--- src/rtl/booth_mult_pkg.sv ---
// Shared types for the radix-4 Booth multiplier: FSM states and Booth recode digits.
package booth_mult_pkg;

    typedef enum logic [1:0] {
        IDLE,
        RUN,
        DONE
    } state_t;

    typedef enum logic [2:0] {
        ZERO,
        PM,
        P2M,
        NM,
        N2M
    } booth_t;

endpackage

--- src/rtl/booth_enc.sv ---
// Radix-4 Booth recoder: maps a 3-bit window {b[i+1], b[i], b[i-1]} to a multiple of M.
module booth_enc
    import booth_mult_pkg::*;
(
    input  logic [2:0] bits,
    output booth_t     code
);

    always_comb begin
        code = ZERO;
        case (bits)
            3'b001, 3'b010: code = PM;
            3'b011:         code = P2M;
            3'b100:         code = N2M;
            3'b101, 3'b110: code = NM;
            default:        code = ZERO;
        endcase
    end

endmodule

--- src/rtl/booth_mult.sv ---
// Sequential signed radix-4 Booth multiplier, WIDTH/2 iterations per product.
// Define BOOTH_OVF_EN to build the signed-overflow (exception) flag; otherwise it is tied low.
module booth_mult
    import booth_mult_pkg::*;
#(
    parameter int WIDTH = 32
) (
    input  logic             clock,
    input  logic             reset,
    input  logic             start,
    input  logic [WIDTH-1:0] operand_a,
    input  logic [WIDTH-1:0] operand_b,
    output logic [WIDTH-1:0] result,
    output logic             result_rdy,
    output logic             busy,
    output logic             exception
);

    localparam int PW    = 2 * WIDTH + 3;
    localparam int CNT_W = $clog2(WIDTH);
    localparam logic [CNT_W-1:0] LAST = CNT_W'(WIDTH / 2 - 1);

    if ((WIDTH < 4) || (WIDTH % 2 != 0)) begin : g_width_check
        $error("booth_mult: WIDTH must be even and at least 4");
    end

    state_t                   state;
    state_t                   state_nxt;
    logic [CNT_W-1:0]         cnt;
    logic signed [WIDTH-1:0]  m;
    logic signed [PW-1:0]     prod;
    logic signed [PW-1:0]     prod_nxt;
    logic signed [WIDTH+1:0]  m_ext;
    logic signed [WIDTH+1:0]  m_dbl;
    logic signed [WIDTH+1:0]  addend;
    logic signed [WIDTH+1:0]  acc;
    booth_t                   code;
    logic                     accept;
    logic                     last;

    assign accept = start && (state != RUN);
    assign last   = (state == RUN) && (cnt == LAST);

    booth_enc u_enc (
        .bits (prod[2:0]),
        .code (code)
    );

    // Partial-product selection, add into the upper WIDTH+2 bits, then arithmetic shift by 2.
    assign m_ext = {{2{m[WIDTH-1]}}, m};
    assign m_dbl = {m[WIDTH-1], m, 1'b0};

    always_comb begin
        addend = '0;
        case (code)
            PM:      addend = m_ext;
            P2M:     addend = m_dbl;
            NM:      addend = -m_ext;
            N2M:     addend = -m_dbl;
            default: addend = '0;
        endcase
        acc      = prod[PW-1 -: WIDTH+2] + addend;
        prod_nxt = $signed({acc, prod[WIDTH:0]}) >>> 2;
    end

    always_ff @(posedge clock) begin
        if (reset) state <= IDLE;
        else       state <= state_nxt;
    end

    always_comb begin
        state_nxt = state;
        case (state)
            IDLE:    if (start) state_nxt = RUN;
            RUN:     if (last)  state_nxt = DONE;
            DONE:    state_nxt = start ? RUN : IDLE;
            default: state_nxt = IDLE;
        endcase
    end

    always_comb begin
        result_rdy = (state == DONE);
        busy       = (state == RUN);
    end

    always_ff @(posedge clock) begin
        if (reset) begin
            cnt    <= '0;
            result <= '0;
        end else if (accept) begin
            cnt <= '0;
        end else if (state == RUN) begin
            cnt <= cnt + 1'b1;
            if (last) result <= prod_nxt[WIDTH:1];
        end
    end

    always_ff @(posedge clock) begin
        if (accept) begin
            m    <= operand_a;
            prod <= {{(WIDTH + 2){1'b0}}, operand_b, 1'b0};
        end else if (state == RUN) begin
            prod <= prod_nxt;
        end
    end

`ifdef BOOTH_OVF_EN
    logic             exc;
    logic [WIDTH-1:0] prod_hi;
    logic             ovf;

    // Overflow when the upper half of the 2*WIDTH product is not a pure sign extension.
    assign prod_hi = prod_nxt[2*WIDTH:WIDTH+1];
    assign ovf     = (prod_hi != {WIDTH{prod_nxt[WIDTH]}});

    always_ff @(posedge clock) begin
        if (reset)     exc <= 1'b0;
        else if (last) exc <= ovf;
    end

    assign exception = exc;
`else
    assign exception = 1'b0;
`endif

endmodule

--- config.mk ---
export PLATFORM = sky130hd
export DESIGN_NAME = booth_mult
export DESIGN_NICKNAME = d
export VERILOG_FILES = /design/src/rtl/booth_mult_pkg.sv /design/src/rtl/booth_enc.sv /design/src/rtl/booth_mult.sv
export SDC_FILE = /design/constraint.sdc
export NUM_CORES = 1
export LEC_CHECK = 0
export CAP_MARGIN = 5
export CORE_ASPECT_RATIO = 2
export CORE_MARGIN = 4
export CORE_UTILIZATION = 51
export CTS_CLUSTER_SIZE = 24
export DETAILED_ROUTE_END_ITERATION = 10
export PLACE_DENSITY_LB_ADDON = 0.1
export SYNTH_ARGS = -nofsm -noshare
export SYNTH_HDL_FRONTEND = slang
export SYNTH_SLANG_ARGS = --single-unit
--- constraint.sdc ---
create_clock -name clock -period 4.5 [get_ports clock]
set_clock_uncertainty 0.1 [all_clocks]
set_input_delay 0.9 -clock clock [delete_from_list [all_inputs] [get_ports clock]]
set_output_delay 0.9 -clock clock [all_outputs]
set_load 0.03 [all_outputs]
==> impl_results.md <==
- Antenna Cells: 0
- CTS Hold Bufs: 0
- DR vias/cell: 5.90
- Largest net degree at the start of global routing: 96
- Synth area leader: edfxtp_1
- Leak: 4.07 nW
- Hold path start: prod[61]
- Primary FF master, synth: dfxtp_1
- Die width: 98.0 um
- Hold Fails Final Rpt: 0
- Initial antenna violation count: 0
- Synth cell types: 61
- Hold Path Stages: 2
- Core Box Area: 15900 um2
- Crit-path max cell delay: 0.47 ns
- Crit path kind: flip-flop to flip-flop
- Root Driver: clkbuf_16
- Area Growth Syn to Fin: 26.4%
- Worst hold path type: flip-flop to flip-flop
- Crit start category: flip-flop
- First-pass GRT wire length: 36.0 mm
- Synth Cell Area: 8250 um2
- Clock net sink count: 136
- Synth top area cells: edfxtp_1 (23%), dfxtp_1 (17%), nand2_1 (6.6%)
- Post-synthesis sequential area ratio: 0.407
- Die ar.: 18400 um2
- Endpoints failing setup: 0
- Max-slew headroom: 0.361
- Fill count: 1366
- Syn_area_per_cell: 8.60 um2
- Max cap viols: 0
- Worst-Margin Slew: 0.955 ns
- Commonest non-fill, non-tap cell in the layout: nand2_1
- Global route overflow: 0
- Clock Path Buffers: 2
- Reg2reg start: m[4]
- Residual DRC: 0
- Outcome: finished clean
- Clock Pin Slew Worst Setup and Hold Paths: 0.06 ns
- VDD IR max: 0.268 mV
- Final Cell Area: 10400 um2
- Critical path data required time: 4.67 ns
- Routed vias: 7556
- Average wire per standard cell: 17.2 um
- RR Endpoint: prod[52]
- H-tree depth: 4
- Fin crit share: 0.945
- Worst skew pair latency: 0.42 ns
- I/O pin total: 102
- RD Place Congestion: 0.934
- Critical-path cell list: nor3_2, buf_4, nand2_1, or4_1, nand2_1, xnor2_1, nand2_1, a31oi_1, ha_1, a21oi_1, o21ai_0, a31oi_1, nand3_1, a21oi_1, o21ai_0, a21oi_1, xor2_1, o21ai_0
- Max stage delay cell, worst path: edfxtp_1
- Most frequent cells in the layout: nand2_1 (145), clkdlybuf4s50_1 (100), a21oi_1 (72), dfxtp_1 (72), o21ai_0 (67)
- Inserted Clock Buffers: 17
- Power Dens Cells: 469 nW/um2
- TritonRoute pass-1 iters: 5
- Dpl cell area: 9640 um2
- CP bufs+invs: 1
- Asr flop ratio synth: 0
- GR Util All Layers: 0.239
- Share of cells above drive strength 1: 0.109
- Top-area cell type share of the netlist area: 0.233
- Fin crit period: 4.25 ns
- Detailed Route WL: 22.1 mm
- Max Slew Vio Count: 0
- Internal reg-to-reg setup slack: 0.25 ns
- Seq cells post-synth: 136
- CP endpoint kind: flip-flop
- Crit path arrival time: 4.42 ns
- Fin nets: 1171
- Final core occ: 0.658
- Synth Warn #: 0
- Vias in the first global route: 7375
- EDFF count, synth: 64
- IO Port Bufs: 100
- Initial core utilization: 0.520
- Worst r2r path cells: 18
- Critical path peak fanout: 4
- Die H: 188 um
- Critical path depth: 18
- Hold Path End: prod[61]
- CTS tree: yes
- Syn_nets: 1064
- Initial drt markers: 327
- Mapped Cells: 960
- Post-route ant nets: 0
- CP top delay family: compound AO/OA/AOI/OAI gates
- Top achievable clock speed: 235 MHz
- Hpwl dp: 16.2 mm
- FP Rows: 65
## worst min-delay path, cell delays in order, from the launching register on
cell and delay [ns]:
dfxtp_1 0.33, nand2_1 0.05, o21ai_0 0.06
## synthesized netlist by cell type, drive strengths merged, types with 6 or more instances
cell type    n
a211oi       6
a21o        12
a21oi       73
a221oi      20
a22o        31
a22oi       13
a31oi       16
buf         11
clkbuf      56
dfxtp       72
edfxtp      64
ha          36
inv         18
mux2i        6
nand2      145
nand2b       9
nand3       69
nor2        56
nor3        14
o211ai       6
o21ai       75
o31ai        6
or3          6
xnor2       47
xor2        29
## logic make-up (layout without fill, tap and decap cells)
kind of cell / count (synthesis) / in the layout / share of synthesized area
AO/OA/AOI/OAI: 286 / 286 / 0.225
multiplexers: 6 / 6 / 0.00728
buffers and inverters: 87 / 207 / 0.0405
XOR/XNOR: 76 / 76 / 0.0806
other: 1 / 1 / 0.000454
adder cells (fa/ha/maj): 37 / 37 / 0.0570
AND/OR/NAND/NOR: 331 / 331 / 0.182
flip-flops: 136 / 136 / 0.407
## how the worst max path moves through the flow
stage	start	to	slack, ns
6_report	m[4]	prod[52]	0.25
5_1_grt	m[5]	prod[61]	-0.06
4_1_cts	m[8]	prod[64]	0.02
3_5_place_dp	m[8]	prod[64]	-0.04
3_3_place_gp	m[8]	prod[63]	0.08
2_1_floorplan	m[6]	prod[64]	0.30
## through the flow
stage | std cells | power, mW | hold slack (ns) | TNS [ns] | setup slack (ns)
6_report | 1281 | 4.89 | 0.368 | 0 | 0.246
5_1_grt | 1281 | 5.19 | 0.391 | -0.187 | -0.0641
4_1_cts | 1277 | 4.88 | 0.374 | 0 | 0.0180
3_5_place_dp | 1245 | 3.36 | 0.360 | -0.0402 | -0.0402
3_3_place_gp | 1245 | 3.35 | 0.347 | 0 | 0.0819
2_1_floorplan | 960 | 2.83 | 0.332 | 0 | 0.301
## layout make-up
| class | instances | area (um2) | share of cell area |
|---|---|---|---|
| clock buffers | 25 | 539 | 0.0517 |
| clock inverters | 7 | 101 | 0.00971 |
| inverters | 20 | 75.1 | 0.00719 |
| multi-input cells | 737 | 4690 | 0.450 |
| flip-flops and latches | 136 | 3360 | 0.322 |
| well taps | 201 | 251 | 0.0241 |
| repair buffers | 155 | 1410 | 0.135 |
## report_power, final
part	leakage (nW)	switching [mW]	total (mW)	internal [mW]
registers	1.23	0.133	1.62	1.49
clock network	0.314	0.553	1.51	0.953
logic	2.52	1.00	1.77	0.762
total	4.07	1.69	4.89	3.20
## flip-flops by register name, summed over array words and instances (netlist names)
name    cells
state       2
m          32
prod       65
cnt         5
result     32
## repair_timing
action                                  4_1_cts  5_1_grt
pin swaps                                     0       10
gates cloned                                  0        0
endpoints found under the setup margin        1       11
buffers inserted                              0        4
gates resized for setup                       2       32
## routing by layer
layer / up-vias / GRT usage / routed length, um
li1: 3716 / - / -
met1: 3580 / 0.260 / 8370
met2: 205 / 0.448 / 12300
met3: 55 / 0.0331 / 721
met4: 0 / 0.113 / 709
met5: - / 0 / 0
No activity file was read; power rests on OpenSTA's default activity.
